--- src/rtl/shake_pkg.sv ---
// Shared types and constants for the SHAKE/SHA3 pad10*1 padder.
package shake_pkg;

   localparam int unsigned LaneW = 64;

   localparam logic [4:0] RATE_LANES_SHAKE128 = 5'd21;
   localparam logic [4:0] RATE_LANES_SHAKE256 = 5'd17;
   localparam logic [4:0] RATE_LANES_SHA3_256 = 5'd17;
   localparam logic [4:0] RATE_LANES_SHA3_512 = 5'd9;

   localparam logic [7:0] DS_SHAKE = 8'h1F;
   localparam logic [7:0] DS_SHA3  = 8'h06;

   typedef enum logic [1:0] {
      ModeShake128 = 2'b00,
      ModeShake256 = 2'b01,
      ModeSha3x256 = 2'b10,
      ModeSha3x512 = 2'b11
   } mode_e;

   typedef enum logic [1:0] {
      StIdle,
      StAbsorb,
      StPadDs,
      StPadZero
   } state_e;

endpackage

--- src/rtl/shake_pad_lane.sv ---
// Combinational lane former: keeps the low k bytes, drops the DS byte at byte k,
// zeroes the rest, and optionally sets the closing 0x80 bit in byte 7.
module shake_pad_lane
   import shake_pkg::*;
(
   input  logic [LaneW-1:0] data,
   input  logic [3:0]       k,
   input  logic             ds_en,
   input  logic [7:0]       ds,
   input  logic             final_en,
   output logic [LaneW-1:0] lane
);

   logic [3:0] k_eff;

   always_comb begin
      k_eff = (k > 4'd8) ? 4'd8 : k;
      lane  = data;
      if (ds_en) begin
         for (int i = 0; i < 8; i++) begin
            if (4'(i) == k_eff) begin
               lane[8*i +: 8] = ds;
            end else if (4'(i) > k_eff) begin
               lane[8*i +: 8] = 8'h00;
            end
         end
      end
      if (final_en) begin
         lane[63:56] = lane[63:56] | 8'h80;
      end
   end

endmodule

--- src/rtl/shake_padder.sv ---
// Streaming pad10*1 stage ahead of the Keccak absorb datapath.
// Define SHAKE_PADDER_SHA3_EN to add the SHA3-256/SHA3-512 modes.
module shake_padder
   import shake_pkg::*;
#(
   parameter int unsigned W = LaneW
) (
   input  logic         clk,
   input  logic         rst,
   input  logic         start,
   input  logic [1:0]   mode,
   input  logic [W-1:0] in_data,
   input  logic [3:0]   in_bytes,
   input  logic         in_last,
   input  logic         in_valid,
   output logic         in_ready,
   output logic [W-1:0] out_data,
   output logic         out_valid,
   input  logic         out_ready,
   output logic         out_block_last,
   output logic         out_msg_last,
   output logic         busy
);

   state_e     state_q, state_d;
   logic [4:0] lane_cnt_q, lane_cnt_d;
   mode_e      mode_q, mode_d;

   logic [4:0]   rate;
   logic [7:0]   ds;
   logic         at_top;
   logic         k_full;
   logic         hs;
   logic [W-1:0] lane_data;
   logic [W-1:0] lane_out;
   logic [3:0]   lane_k;
   logic         lane_ds_en;
   logic         lane_final;

   always_comb begin
      rate = RATE_LANES_SHAKE128;
      ds   = DS_SHAKE;
`ifdef SHAKE_PADDER_SHA3_EN
      unique case (mode_q)
         ModeShake128: begin rate = RATE_LANES_SHAKE128; ds = DS_SHAKE; end
         ModeShake256: begin rate = RATE_LANES_SHAKE256; ds = DS_SHAKE; end
         ModeSha3x256: begin rate = RATE_LANES_SHA3_256; ds = DS_SHA3;  end
         ModeSha3x512: begin rate = RATE_LANES_SHA3_512; ds = DS_SHA3;  end
         default:      begin rate = RATE_LANES_SHAKE128; ds = DS_SHAKE; end
      endcase
`else
      // Only mode[0] matters here; the upper bit aliases onto the SHAKE rows.
      unique case (mode_q)
         ModeShake128, ModeSha3x256: rate = RATE_LANES_SHAKE128;
         ModeShake256, ModeSha3x512: rate = RATE_LANES_SHAKE256;
         default:                    rate = RATE_LANES_SHAKE128;
      endcase
`endif
   end

   always_comb begin
      in_ready   = 1'b0;
      out_valid  = 1'b0;
      lane_data  = '0;
      lane_k     = 4'd0;
      lane_ds_en = 1'b0;
      lane_final = 1'b0;
      at_top     = (lane_cnt_q == rate - 5'd1);
      k_full     = (in_bytes >= 4'd8);
      case (state_q)
         StAbsorb: begin
            out_valid  = in_valid;
            in_ready   = out_ready;
            lane_data  = in_data;
            lane_k     = in_bytes;
            lane_ds_en = in_last;
            lane_final = in_last && !k_full && at_top;
         end
         StPadDs: begin
            out_valid  = 1'b1;
            lane_ds_en = 1'b1;
            lane_final = at_top;
         end
         StPadZero: begin
            out_valid  = 1'b1;
            lane_final = at_top;
         end
         default: ;
      endcase
   end

   shake_pad_lane u_lane (
      .data     (lane_data),
      .k        (lane_k),
      .ds_en    (lane_ds_en),
      .ds       (ds),
      .final_en (lane_final),
      .lane     (lane_out)
   );

   assign hs             = out_valid && out_ready;
   assign out_data       = lane_out;
   assign out_block_last = at_top && out_valid;
   assign out_msg_last   = lane_final && out_valid;
   assign busy           = (state_q != StIdle);

   always_comb begin
      state_d    = state_q;
      lane_cnt_d = lane_cnt_q;
      mode_d     = mode_q;
      if (hs) begin
         lane_cnt_d = at_top ? 5'd0 : lane_cnt_q + 5'd1;
      end
      case (state_q)
         StIdle: begin
            if (start) begin
               mode_d     = mode_e'(mode);
               lane_cnt_d = 5'd0;
               state_d    = StAbsorb;
            end
         end
         StAbsorb: begin
            if (hs && in_last) begin
               if (lane_final)  state_d = StIdle;
               else if (k_full) state_d = StPadDs;
               else             state_d = StPadZero;
            end
         end
         StPadDs: begin
            if (hs) state_d = lane_final ? StIdle : StPadZero;
         end
         StPadZero: begin
            if (hs && lane_final) state_d = StIdle;
         end
         default: state_d = StIdle;
      endcase
   end

   always_ff @(posedge clk or posedge rst) begin
      if (rst) begin
         state_q    <= StIdle;
         lane_cnt_q <= 5'd0;
         mode_q     <= ModeShake128;
      end else begin
         state_q    <= state_d;
         lane_cnt_q <= lane_cnt_d;
         mode_q     <= mode_d;
      end
   end

endmodule

--- config.mk ---
export PLATFORM = sky130hd
export DESIGN_NAME = shake_padder
export DESIGN_NICKNAME = d
export VERILOG_FILES = /design/src/rtl/shake_pkg.sv /design/src/rtl/shake_pad_lane.sv /design/src/rtl/shake_padder.sv
export SDC_FILE = /design/constraint.sdc
export NUM_CORES = 1
export LEC_CHECK = 0
export BUFFER_PORTS_ARGS = -buffer_cell sky130_fd_sc_hd__clkbuf_2
export CAP_MARGIN = 30
export CORE_ASPECT_RATIO = 0.5
export CORE_UTILIZATION = 35
export DETAILED_ROUTE_END_ITERATION = 10
export PLACE_DENSITY = 0.89
export SETUP_SLACK_MARGIN = 0.1
export SYNTH_ARGS = -nofsm -noshare
export SYNTH_HDL_FRONTEND = slang
export SYNTH_SLANG_ARGS = --single-unit
--- constraint.sdc ---
create_clock -name clk -period 2.6 [get_ports clk]
set_input_delay 0.26 -clock clk [delete_from_list [all_inputs] [get_ports clk]]
set_output_delay 0.26 -clock clk [all_outputs]
set_load 0.01 [all_outputs]
# After elaboration in Yosys (flattened, before gate mapping)
# Cells that the tools add are included.
[word_totals]
reg_bits = 9
latchBits = 0
mem_bits_rw = 0
romBits = 0
input_bits = 76
out_inout_bits = 69
elab_cells = 88
memories = 0
[op_classes]
addsub = 2
mul = 0
n_div = 0
magnitude_cmp = 10
eq_ne = 18
n_shift = 0
mux = 38
bitwise_logic = 0
reduce_logical = 17
[op_table]
columns = ["operator", "count"]
rows = [
  ["$mux 8", 17],
  ["$mux 64", 2],
  ["$mux 5", 4],
  ["$eq 3x4->1 const A", 4],
  ["$gt 3x4->1 const A", 4],
  ["$mux 2", 6],
  ["$pmux 5 s2", 1],
  ["$eq 2x2->1 const B", 4],
  ["$eq 2x4->1 const A", 2],
  ["$gt 1x4->1 const A", 2],
  ["$gt 2x4->1 const A", 2],
  ["$mux 4", 2],
  ["$ne 2x2->1 const B", 4],
  ["$pmux 2 s4", 1],
  ["$logic_and 1x1->1", 7],
  ["$pmux 1 s2", 3],
  ["$reduce_or 2->1", 3],
  ["$add 5x1->5 const B", 1],
  ["$eq 5x5->1", 1],
  ["$sub 5x1->5 const B", 1],
  ["$eq 1x4->1 const A", 1],
  ["$eq 2x1->1 const B", 2],
  ["$ge 4x4->1 const B", 1],
  ["$gt 4x4->1 const B", 1],
  ["other kinds (7)", 9],
]

# Longest topological paths before layout
# Gate-level depths: netlist (run 1).
[logic_depth]
word_depth = 10
mapped_depth = 8
mapped_depth_nobuf = 6

# Hierarchy
# A second synthesis (run 1) with hierarchy kept.
[hier_totals]
cells_unflattened = 268
area_unflattened_um2 = 1941.9
[modules_own_cells]
columns = ["module", "instances", "cells_per_inst", "area_per_inst_um2", "seq_area_each_um2"]
rows = [
  ["shake_padder", 1, 149, 1117.3, 200.2],
  ["shake_pad_lane", 1, 119, 824.5, 0.0],
]

# Worst setup path before layout (run 1)
# Ideal clock, no wire load.
[synth_path]
path_type = "flip-flop to output port"
startpoint = "register state_q[0]"
endpoint = "output out_data[10]"
arrival_time_ps = 1654
required_ps = 2340
setup_slack_ps = 686
path_stages_with_launch = 7
n_path_buf = 0
path_cell_list = "dfrtp_1 > inv_1 > ha_1 > nor2b_1 > nand4b_1 > nor3_1 > a31o_2"
[synth_via]
elab_chain_len = 8
word_cells_on_any_way = 12
cone_classes = "order compare: 2; eq/ne: 3; mux: 7"
[synth_rtl]
columns = ["item", "line", "text"]
rows = [
  ["from (decl)", "shake_padder.sv:25", "state_e state_q, state_d;"],
  ["from (signal assigned)", "shake_padder.sv:141", "state_q <= StIdle;"],
  ["from (signal assigned)", "shake_padder.sv:145", "state_q <= state_d;"],
  ["$eq 2x1->1", "shake_padder.sv:70", "case (state_q)"],
  ["$mux 4", "shake_padder.sv:70", ""],
  ["$gt 4x4->1", "shake_pad_lane.sv:17", "k_eff = (k > 4'd8) ? 4'd8 : k;"],
  ["$mux 4", "shake_pad_lane.sv:17", ""],
  ["$gt 1x4->1", "shake_pad_lane.sv:23", "end else if (4'(i) > k_eff) begin"],
  ["$mux 8", "shake_pad_lane.sv:23", ""],
  ["$mux 8", "shake_pad_lane.sv:21", "if (4'(i) == k_eff) begin"],
  ["$mux 64 *", "shake_pad_lane.sv:19", "if (ds_en) begin"],
  ["to (decl)", "shake_padder.sv:17", "output logic [W-1:0] out_data,"],
]
# Mark *: on every way between the ends. The rest lies on a longest branch, timed or not.

# Worst setup path in the final report (run 1)
[layout_path]
startpoint = "register state_q[0]"
endpoint = "output out_data[28]"
[layout_via]
elab_chain_len = 8
word_cells_on_any_way = 12
cone_classes = "order compare: 2; eq/ne: 3; mux: 7"
[layout_rtl]
columns = ["item", "line"]
rows = [
  ["$eq 2x1->1", "shake_padder.sv:70"],
  ["$mux 4", "shake_padder.sv:70"],
  ["$gt 4x4->1", "shake_pad_lane.sv:17"],
  ["$mux 4", "shake_pad_lane.sv:17"],
  ["$gt 2x4->1", "shake_pad_lane.sv:23"],
  ["$mux 8", "shake_pad_lane.sv:23"],
  ["$mux 8", "shake_pad_lane.sv:21"],
  ["$mux 64 *", "shake_pad_lane.sv:19"],
]
# Marked as above.

==> results of run 1 <==
-- sequential cells by signal, summed over array words and instances (netlist names) --
| register | flops |
|---|---|
| mode_q | 1 |
| lane_cnt_q | 5 |
| state_q | 2 |
-- synthesized netlist by cell type, types with 3 or more instances --
cell	count	area [µm²]
nand2_1	16	60.1
buf_2	3	15.0
clkbuf_1	4	15.0
a21oi_2	3	26.3
ha_1	7	87.6
dfrtp_1	8	200
a21oi_1	4	20.0
nand3_1	5	25.0
nor2_1	17	63.8
inv_1	12	45.0
xor2_1	3	26.3
o21a_1	5	37.5
nor3_1	5	25.0
a21o_1	31	233
and2_1	23	144
-- worst max-delay path: cells and delay by family, from the launching register on --
family / cells / cell delay, ps
adders and majority gates: 1 / 340
DFF: 1 / 410
AOI/OAI and AO/OA: 2 / 550
buffers and inverters: 2 / 240
and+or+nand+nor: 2 / 320
-- per-layer routing --
| layer | vias to the layer above | GRT usage [%] | share of wire (%) |
|---|---|---|---|
| met1 | 820 | 24.6 | 42 |
| met3 | 6 | 2.17 | 5.6 |
| met2 | 51 | 42.3 | 51 |
| li1 | 917 | - | - |
| met4 | 0 | 6.98 | 0.85 |
| met5 | - | 0 | 0 |
-- cells by family after synthesis --
| group | count (synthesis) | synth area share [%] |
|---|---|---|
| DFF | 8 | 15.0 |
| and+or+nand+nor | 81 | 32.6 |
| muxes | 3 | 2.54 |
| buffers and inverters | 21 | 7.52 |
| AOI/OAI and AO/OA | 57 | 31.9 |
| adders and majority gates | 7 | 6.58 |
| xor gates and xnor gates | 5 | 3.85 |
-- through the flow --
stage                     cell area, µm²  std cells
after floorplan                     1330        182
after global routing                2180        375
final                               2180        375
after detailed placement            2100        371
after CTS                           2150        375
after global placement              2100        371
-- cell type report --
type	instances	area (µm²)	share of cell area [%]
clock buffer	3	41.3	1.90
tap	51	63.8	2.93
timing repair buffer	147	748	34.3
sequential	8	200	9.19
inverter	13	62.6	2.87
multi-input combinational	153	1060	48.8
-- cell usage in the layout (no fill, tap or decap), types with 4 or more instances in the layout --
master | synthesis | routed
clkbuf_2 | 0 | 143
a21o_1 | 31 | 31
and2_1 | 23 | 23
nor2_1 | 17 | 17
nand2_1 | 16 | 15
inv_1 | 12 | 12
dfrtp_1 | 8 | 8
ha_1 | 7 | 6
nand3_1 | 5 | 5
o21a_1 | 5 | 5
a21oi_1 | 4 | 4
-- path summary, 6_finish.rpt --
path | startpoint | to | slack, ps | cells after the start
max | state_q[0] | out_data[28] | 240 | 7
min | start | lane_cnt_q[1] | 270 | 2
max reg2reg | state_q[1] | state_q[1] | 450 | 7
min reg2reg | lane_cnt_q[4] | lane_cnt_q[4] | 550 | 2
max in group asynchronous | rst | lane_cnt_q[4] | 1850 | 3
min in group asynchronous | rst | lane_cnt_q[2] | 520 | 3
-- power groups by stage --
| stage | clock [W] | sequential (W) | combinational, W |
|---|---|---|---|
| 2_1_floorplan | 0 | 0.000201 | 0.00115 |
| 3_3_place_gp | 0 | 0.000207 | 0.00171 |
| 3_5_place_dp | 0 | 0.000214 | 0.00176 |
| 4_1_cts | 0.000148 | 0.000212 | 0.00177 |
| 5_1_grt | 0.000155 | 0.000219 | 0.00196 |
| 6_report | 0.000141 | 0.000214 | 0.00178 |
-- what timing repair did --
item	4_1_cts	5_1_grt
gates resized for setup	1	6
setup endpoints to repair	2	46
hold buffers	1	0
hold endpoints to repair	8	0
==> results.cfg, run 1 <==
[floorplanning]
num_io_pins = 145
die_w_um = 89.2
start_util_pct = 37.7
die_area_mm2 = 0.00407
rows = 15
dieHeight_um = 45.6
core_mm2 = 0.00353

[route]
drc = 0
wl_per_cell_um = 12.6
drt_iter0_drc = 59
vias = 1794
firstDrtPassIters = 4
viasPerCell = 4.78
ant_nets = 0
drt_wl_total_um = 4730

[worst_setup_path]
worstPathArrival_ps = 2100
cp_slowest_cell = dfrtp_1
worst-endpoint-required_ps = 2340
cpPeakStageDelay_ps = 410
worstSetupPathType = reg -> out
cp_max_fo = 13
endpoint_kind = output port
critical_path.cell_chain = inv_1, ha_1, nor2_1, o21ai_1, nand2_2, a21o_1, clkbuf_2
cp-start-kind = flop

[global_routing]
grt_overflow = 0
grt_pass1_wl_um = 6760
grt_use_total_pct = 21.3
first_global_vias = 1542
grt_antenna_before_repair = 0
grt_start_max_net_pins = 14

[placement]
portBuffers = 143
place_congestion = 0.864
place_ws_ps = 303
hpwl_um = 4080

[pwr]
power.leakage_nw = 1.48
clkPwrFrac_pct = 6.6
power.share.switching_pct = 50.4
ir_drop_mv = 0.332
p_sw_w = 0.00108
p_int_w = 0.00106
finalPower_w = 0.00214
p_per_area_mw_per_mm2 = 982
seqPwrFrac_pct = 10.0
p_comb_share_pct = 83.4

[clock_network]
clock_latency_ps = 220
postCtsSetupBuffers = 0
cts_max_path_buffers = 2
cts_buffers = 3
h-tree-depth = 1
cts.clk_slew.worst_paths_ps = 40
tritoncts = yes
cts-root-buf = clkbuf_8
cts_sinks = 8

[logic_synthesis]
synth_nets = 265
ys_ff_latch = 8
syn_inst = 182
ys.flop_type = dfrtp_1
synth_area_mm2 = 0.00133
ys_seq_area_share_pct = 15.0
synth-edff-count = 0
syn_avg_cell_area_um2 = 7.31
yosys_warnings = 0
yosysUniqueCellTypes = 45
synth-async-reset-ratio_pct = 100

[final_layout]
drive_above_1_share_pct = 52.2
fin_nets = 409
fin_util_pct = 61.7
antenna_cells = 0
synthToLayoutAreaGrowth_pct = 63.6
fill_cells = 328

[timing]
timing.final.ws_setup_ps = 245
fin_skew_ps = 2.13
hold_viol_final = 0
fmax_ghz = 0.425
setup_viol = 0
fin_tns_setup_ps = 0
whs_ps = 273
period_needed_ps = 2360
tightest_slew_ps = 454
post-route-period-util_pct = 90.6
drv_slew = 0
rsz0062_at_grt = yes
slew-limit-headroom_pct = 69.4

[min_path]
hold_class = in -> reg

[run]
drv_cap = 0

[run_status]
status = complete, no violations
(Power assumes the default switching activity.)
==> run 2, diff against run 1 <==
--- a/config.mk
+++ b/config.mk
@@ -9,6 +9,8 @@
 export CAP_MARGIN = 30
+export CELL_PAD_IN_SITES_DETAIL_PLACEMENT = 1
+export CELL_PAD_IN_SITES_GLOBAL_PLACEMENT = 1
 export CORE_ASPECT_RATIO = 0.5
-export CORE_UTILIZATION = 35
+export CORE_UTILIZATION = 22
 export DETAILED_ROUTE_END_ITERATION = 10
-export PLACE_DENSITY = 0.89
+export PLACE_DENSITY = 0.9
 export SETUP_SLACK_MARGIN = 0.1
--- a/constraint.sdc
+++ b/constraint.sdc
@@ -3,2 +3,2 @@
 set_output_delay 0.26 -clock clk [all_outputs]
-set_load 0.01 [all_outputs]
+set_load 0.1 [all_outputs]
==> results.cfg, run 2 (synthesis results as in run 1) <==
[final_layout]
fin_nets = 417
drive_above_1_share_pct = 56.6
layout.cells.most_common_list = clkbuf_2 (77), buf_12 (63), a21o_1 (31), and2_1 (23)
synthToLayoutAreaGrowth_pct = 149
regMostFlops = lane_cnt_q
largest_reg_flops = 5
final_common_cell = clkbuf_2
fin_util_pct = 58.5
antenna_cells = 0
reg_top3 = lane_cnt_q x5, state_q x2, mode_q x1

[timing]
setup_viol = 0
tightest_slew_ps = 579
slew-limit-headroom_pct = 61.2
drv_slew = 0
fmax_ghz = 0.409
hold_viol_final = 0
rsz0062_at_grt = yes
post-route-period-util_pct = 94.1
fin_skew_ps = 0.999
timing.final.ws_setup_ps = 153
period_needed_ps = 2450

[global_routing]
grt_start_max_net_pins = 14
first_global_vias = 2135
grt_overflow = 0
grt_use_total_pct = 22.2
grt_pass1_wl_um = 11100
grt_antenna_before_repair = 0

[worst_setup_path]
worstSetupPathType = reg -> out
cp-endpoint = out_data[37]
cp-start-kind = flop
r2r_cells = 6
rrSetupSlack_ps = 510
r2r-end = state_q[0]
crit_start = state_q[0]
worst-endpoint-required_ps = 2340
r2r_start = state_q[0]
endpoint_kind = output port
worstPathArrival_ps = 2190
cp_max_fo = 8

[min_path]
min-delay-start = start
hold_class = in -> reg

[route]
viasPerCell = 4.78
vias = 1934
wl_per_cell_um = 18.0
drc = 10
drt_iter0_drc = 75
firstDrtPassIters = 8
ant_nets = 0
drt_wl_total_um = 7280

[floorplanning]
die_area_mm2 = 0.00639
die_w_um = 112
rows = 19
dieHeight_um = 57.0
start_util_pct = 23.5
num_io_pins = 145
core_mm2 = 0.00566

[run_status]
status = finished, violations left
failed_checks = DRC

[placement]
place_ws_ps = 68.1
hpwl_um = 5980
portBuffers = 143
place_congestion = 0.775

[clock_network]
cts_max_path_buffers = 2
cts_buffers = 3
cts.clk_slew.worst_paths_ps = 40
clock_latency_ps = 230
cts-root-buf = clkbuf_16
tritoncts = yes
cts_sinks = 8
h-tree-depth = 1

[run]
drv_cap = 0
-- run 2: cell types whose count changed in the layout (fill, tap and decap cells not counted), sizes merged --
| cell | previous run | this run |
|---|---|---|
| buf | 3 | 77 |
| clkbuf | 146 | 80 |
-- run 2: worst min-delay path by stage --
stage	endpoint	cells past startpoint
2_1_floorplan	lane_cnt_q[0]	1
3_3_place_gp	lane_cnt_q[1]	2
3_5_place_dp	mode_q[0]	2
4_1_cts	lane_cnt_q[1]	2
5_1_grt	lane_cnt_q[1]	2
6_report	lane_cnt_q[1]	2
-- run 2: cell type report --
cell class	count	area, µm²
repair buffers	155	1760
clock buffers	3	75.1
flip-flops and latches	8	200
multi-input cells	153	1120
inverters	13	62.6
well taps	73	91.3
fillers	632	2350
-- run 2: routing by layer --
metal | global-route usage [%] | routed length, µm | vias to the layer above
met5 | 0 | 0 | -
met4 | 9.71 | 177 | 0
met3 | 2.66 | 305 | 14
met2 | 44.6 | 4060 | 61
met1 | 24.1 | 2730 | 932
li1 | - | - | 927
-- run 2: what timing repair did --
item | 4_1_cts | 5_1_grt
hold endpoints to repair | 8 | 0
pin swaps | 2 | 2
setup buffers | 2 | 3
endpoints found under the setup margin | 49 | 41
hold buffers | 1 | 0
resized for setup | 12 | 5
-- run 2: per-stage QoR --
stage / instance area, µm² / setup TNS, ps / hold WS [ps] / cells
4_1_cts: 3280 / 0 / 248 / 402
5_1_grt: 3310 / 0 / 265 / 405
2_1_floorplan: 1360 / -386 / 75.7 / 182
3_5_place_dp: 3120 / 0 / 216 / 396
3_3_place_gp: 3120 / 0 / 202 / 396
6_report: 3310 / 0 / 252 / 405
-- run 2: worst max-delay path, stage by stage (launching register included) --
cell	delay, ps
dfrtp_1	380
inv_1	90
ha_1	350
nor2b_4	160
and2_1	220
a21oi_2	320
and2_1	230
buf_12	180
Power of run 2 is not shown: default switching activity piles up to over one toggle a cycle in this logic, so the estimate is an artifact.
==> run 3, diff against run 2 <==
CORE_UTILIZATION = 27   (was 22)
PLACE_DENSITY = 0.89   (was 0.9)
SYNTH_HIERARCHICAL = 1   (was unset)
==> results.cfg, run 3 <==
[logic_synthesis]
synthDominantCellAreaShare_pct = 22.9
ys_seq_area_share_pct = 10.3
yosysUniqueCellTypes = 42
yosysMostFrequentCell = and2_1
synth_area_mm2 = 0.00194
yosys_warnings = 6
syn_inst = 268
synth-edff-count = 0
synth-async-reset-ratio_pct = 100
yosys-top-cells-count = and2_1 (71), o2bb2ai_1 (33), nand2_1 (27)
syn_avg_cell_area_um2 = 7.25
synth_top_area_cell = and2_1
ys.flop_type = dfrtp_1
ys_ff_latch = 8
synth.area.top_cells = and2_1 (23%), o2bb2ai_1 (15%), dfrtp_1 (10%), mux2_2 (5.2%), nand2_1 (5.2%)

[floorplanning]
dieHeight_um = 62.0
die_w_um = 122
num_io_pins = 145
rows = 21
start_util_pct = 28.5

[clock_network]
h-tree-depth = 1
cts_sinks = 8
cts_buffers = 3
cts-root-buf = clkbuf_16
cts_max_path_buffers = 2

[global_routing]
grt_antenna_before_repair = 0
grt_start_max_net_pins = 32

[placement]
hpwl_um = 8860
place_area_mm2 = 0.00467
portBuffers = 143
place_congestion = 0.841

[timing]
endpoint_type = primary output
grt_worst_setup_endpoint = out_data[34]

[run_status]
tool.error = [ERROR DPL-0033] detailed placement checks failed during check placement.
lastStage = global routing
status = stopped before the end
run 3: kinds of logic after synthesis:
logic type / count (synthesis) / synth area share, %
AO/OA/AOI/OAI: 76 / 30.7
XOR/XNOR: 5 / 2.26
adder cells (fa/ha/maj): 7 / 4.51
buffers and inverters: 27 / 6.38
flip-flops: 8 / 10.3
multiplexers: 10 / 5.73
other: 2 / 0.387
AND/OR/NAND/NOR: 133 / 39.8
run 3: timing repair:
item / CTS
endpoints found under the hold margin: 8
setup endpoints to repair: 64
setup buffers: 11
gates cloned: 0
gates resized for setup: 35
hold buffers: 1
pin swaps: 8
run 3: stage by stage:
stage | hold slack [ps] | setup TNS [ps] | setup slack [ps] | cells | utilization (%)
2_1_floorplan | 75.7 | -1560 | -362 | 290 | -
3_3_place_gp | 195 | 0 | 122 | 525 | 68.6
3_5_place_dp | 200 | -20.8 | -11.5 | 525 | 68.6
4_1_cts | 222 | -193 | -26.2 | 540 | 73.4
==> run 4, diff against run 3 <==
CELL_PAD_IN_SITES_DETAIL_PLACEMENT = unset   (was 1)
CELL_PAD_IN_SITES_GLOBAL_PLACEMENT = unset   (was 1)
CORE_ASPECT_RATIO = unset   (was 0.5)
CORE_UTILIZATION = 35   (was 27)
PLACE_DENSITY = unset   (was 0.89)
PLACE_DENSITY_LB_ADDON = 0.15   (was unset)
SETUP_SLACK_MARGIN = unset   (was 0.1)
==> results.cfg, run 4 <==
[global_routing]
grt_pass1_wl_um = 15000
grt_use_total_pct = 32.4
grt_start_max_net_pins = 45
first_global_vias = 2879
grt_use_met3_pct = 6.47
grt_antenna_before_repair = 0
grt-busiest-layer = met2
use_met2_pct = 62.1
grt_overflow = 0
grtUsageMet1_pct = 33.5

[final_layout]
drive_above_1_share_pct = 58.6
stdcell_area_mm2 = 0.00479
layout.cells.most_common_list = clkbuf_2 (78), and2_1 (68), buf_12 (66), buf_4 (31), o2bb2ai_4 (26)
reg_top3 = lane_cnt_q x5, state_q x2, mode_q x1
regMostFlops = lane_cnt_q
fin_nets = 539
final_common_cell = clkbuf_2
largest_reg_flops = 5
fill_cells = 205
antenna_cells = 0
synthToLayoutAreaGrowth_pct = 147
fin_util_pct = 91.5

[floorplanning]
dieHeight_um = 76.5
rows = 26
start_util_pct = 37.1
core_mm2 = 0.00524
die_w_um = 76.5
num_io_pins = 145
die_area_mm2 = 0.00585

[route]
vias = 2886
firstDrtPassIters = 5
drt_iter0_drc = 196
viasPerCell = 5.51
drc = 0
drt_wl_total_um = 10500
ant_nets = 0
wl_per_cell_um = 20.0

[min_path]
hold_class = in -> reg
hold_depth = 2
min-delay-start = start
min_to = lane_cnt_q[1]

[logic_synthesis]
syn_avg_cell_area_um2 = 7.25
synth-edff-count = 0
synth-async-reset-ratio_pct = 100
synth_top_area_cell = and2_1
ys_ff_latch = 8
yosysUniqueCellTypes = 42
ys.flop_type = dfrtp_1
syn_inst = 268
ys_seq_area_share_pct = 10.3
yosysMostFrequentCell = and2_1
synthDominantCellAreaShare_pct = 22.9
synth.area.top_cells = and2_1 (23%), o2bb2ai_1 (15%), dfrtp_1 (10%), mux2_2 (5.2%), nand2_1 (5.2%)
synth_area_mm2 = 0.00194
yosys-top-cells-count = and2_1 (71), o2bb2ai_1 (33), nand2_1 (27)
yosys_warnings = 6

[worst_setup_path]
rrSetupSlack_ps = 330
cp_slowest_cell = or4b_4
worstPathArrival_ps = 2440
worstSetupPathType = reg -> out
cp_max_fo = 8
r2r_start = state_q[0]
critPathTopFamily = simple AND/OR/NAND/NOR gates
endpoint_kind = output port
cp-start-kind = flop
path_buf_inv = 2
cpPeakStageDelay_ps = 520
worst-endpoint-required_ps = 2340
critical_path.cell_chain = inv_2, ha_4, nor2b_4, or4b_4, nor2_8, mux2_4, buf_12
r2r_cells = 8
r2r-end = state_q[0]

[timing]
timing.final.ws_setup_ps = -96.5
hold_viol_final = 0
post-route-period-util_pct = 104
period_needed_ps = 2700
tightest_slew_ps = 597
rsz0062_at_grt = yes
fin_skew_ps = 4.76
slew-limit-headroom_pct = 60.1
fmax_ghz = 0.371
drv_slew = 0
setup_viol = 18

[placement]
place_area_mm2 = 0.00451
place_congestion = 0.883
hpwl_um = 6700
place_ws_ps = 18.4
portBuffers = 143

[clock_network]
cts-root-buf = clkbuf_8
clock_latency_ps = 240
cts_max_path_buffers = 2
tritoncts = yes
cts_sinks = 8
cts_buffers = 3
h-tree-depth = 1
cts.clk_slew.worst_paths_ps = 50

[run_status]
failed_checks = setup timing
status = finished, violations left

[run]
drv_cap = 0
run 4: cell families after synthesis:
kind of cell             after synthesis  share of synthesized area, %
AO/OA/AOI/OAI                         76                          30.7
XOR/XNOR                               5                          2.26
adder cells (fa/ha/maj)                7                          4.51
buffers and inverters                 27                          6.38
flip-flops                             8                          10.3
multiplexers                          10                          5.73
other                                  2                         0.387
AND/OR/NAND/NOR                      133                          39.8
run 4: through the flow:
step | hold WS [ps] | setup TNS, ps | instances
final | 316 | -812 | 524
after global routing | 280 | -2590 | 524
after CTS | 239 | -110 | 516
after detailed placement | 215 | 0 | 504
after global placement | 203 | 0 | 504
after floorplan | 75.7 | -6080 | 290
run 4: final cells by class:
type / instances / area, µm² / share of cell area (%)
clock buffer: 3 / 41.3 / 0.862
inverter: 7 / 26.3 / 0.548
multi-input combinational: 255 / 2420 / 50.6
sequential: 8 / 200 / 4.18
tap: 70 / 87.6 / 1.83
timing repair buffer: 181 / 2010 / 42.0
run 4: repair_timing:
action                                  4_1_cts  5_1_grt
endpoints found under the setup margin       55       50
pin swaps                                     1        4
hold buffers                                  1        0
endpoints found under the hold margin         8        0
setup buffers                                 8        8
resized for setup                            18       11
run 4: routing by layer:
layer	vias up	part of all wire [%]
li1	1292	-
met1	1325	35
met2	209	51
met3	60	7.3
met4	0	6.5
met5	-	0
run 4: worst max-delay path by stage:
stage          startpoint      endpoint  slack [ps]  depth (start not counted)
2_1_floorplan  state_q[1]  out_data[12]        -620                          8
3_3_place_gp   state_q[0]  out_data[22]          90                          9
3_5_place_dp   state_q[0]  out_data[22]          20                          9
4_1_cts        state_q[0]   out_data[5]         -40                          7
5_1_grt        state_q[0]   out_data[5]        -150                          7
6_report       state_q[0]   out_data[6]        -100                          7
Power of run 4 is left out for the same reason.
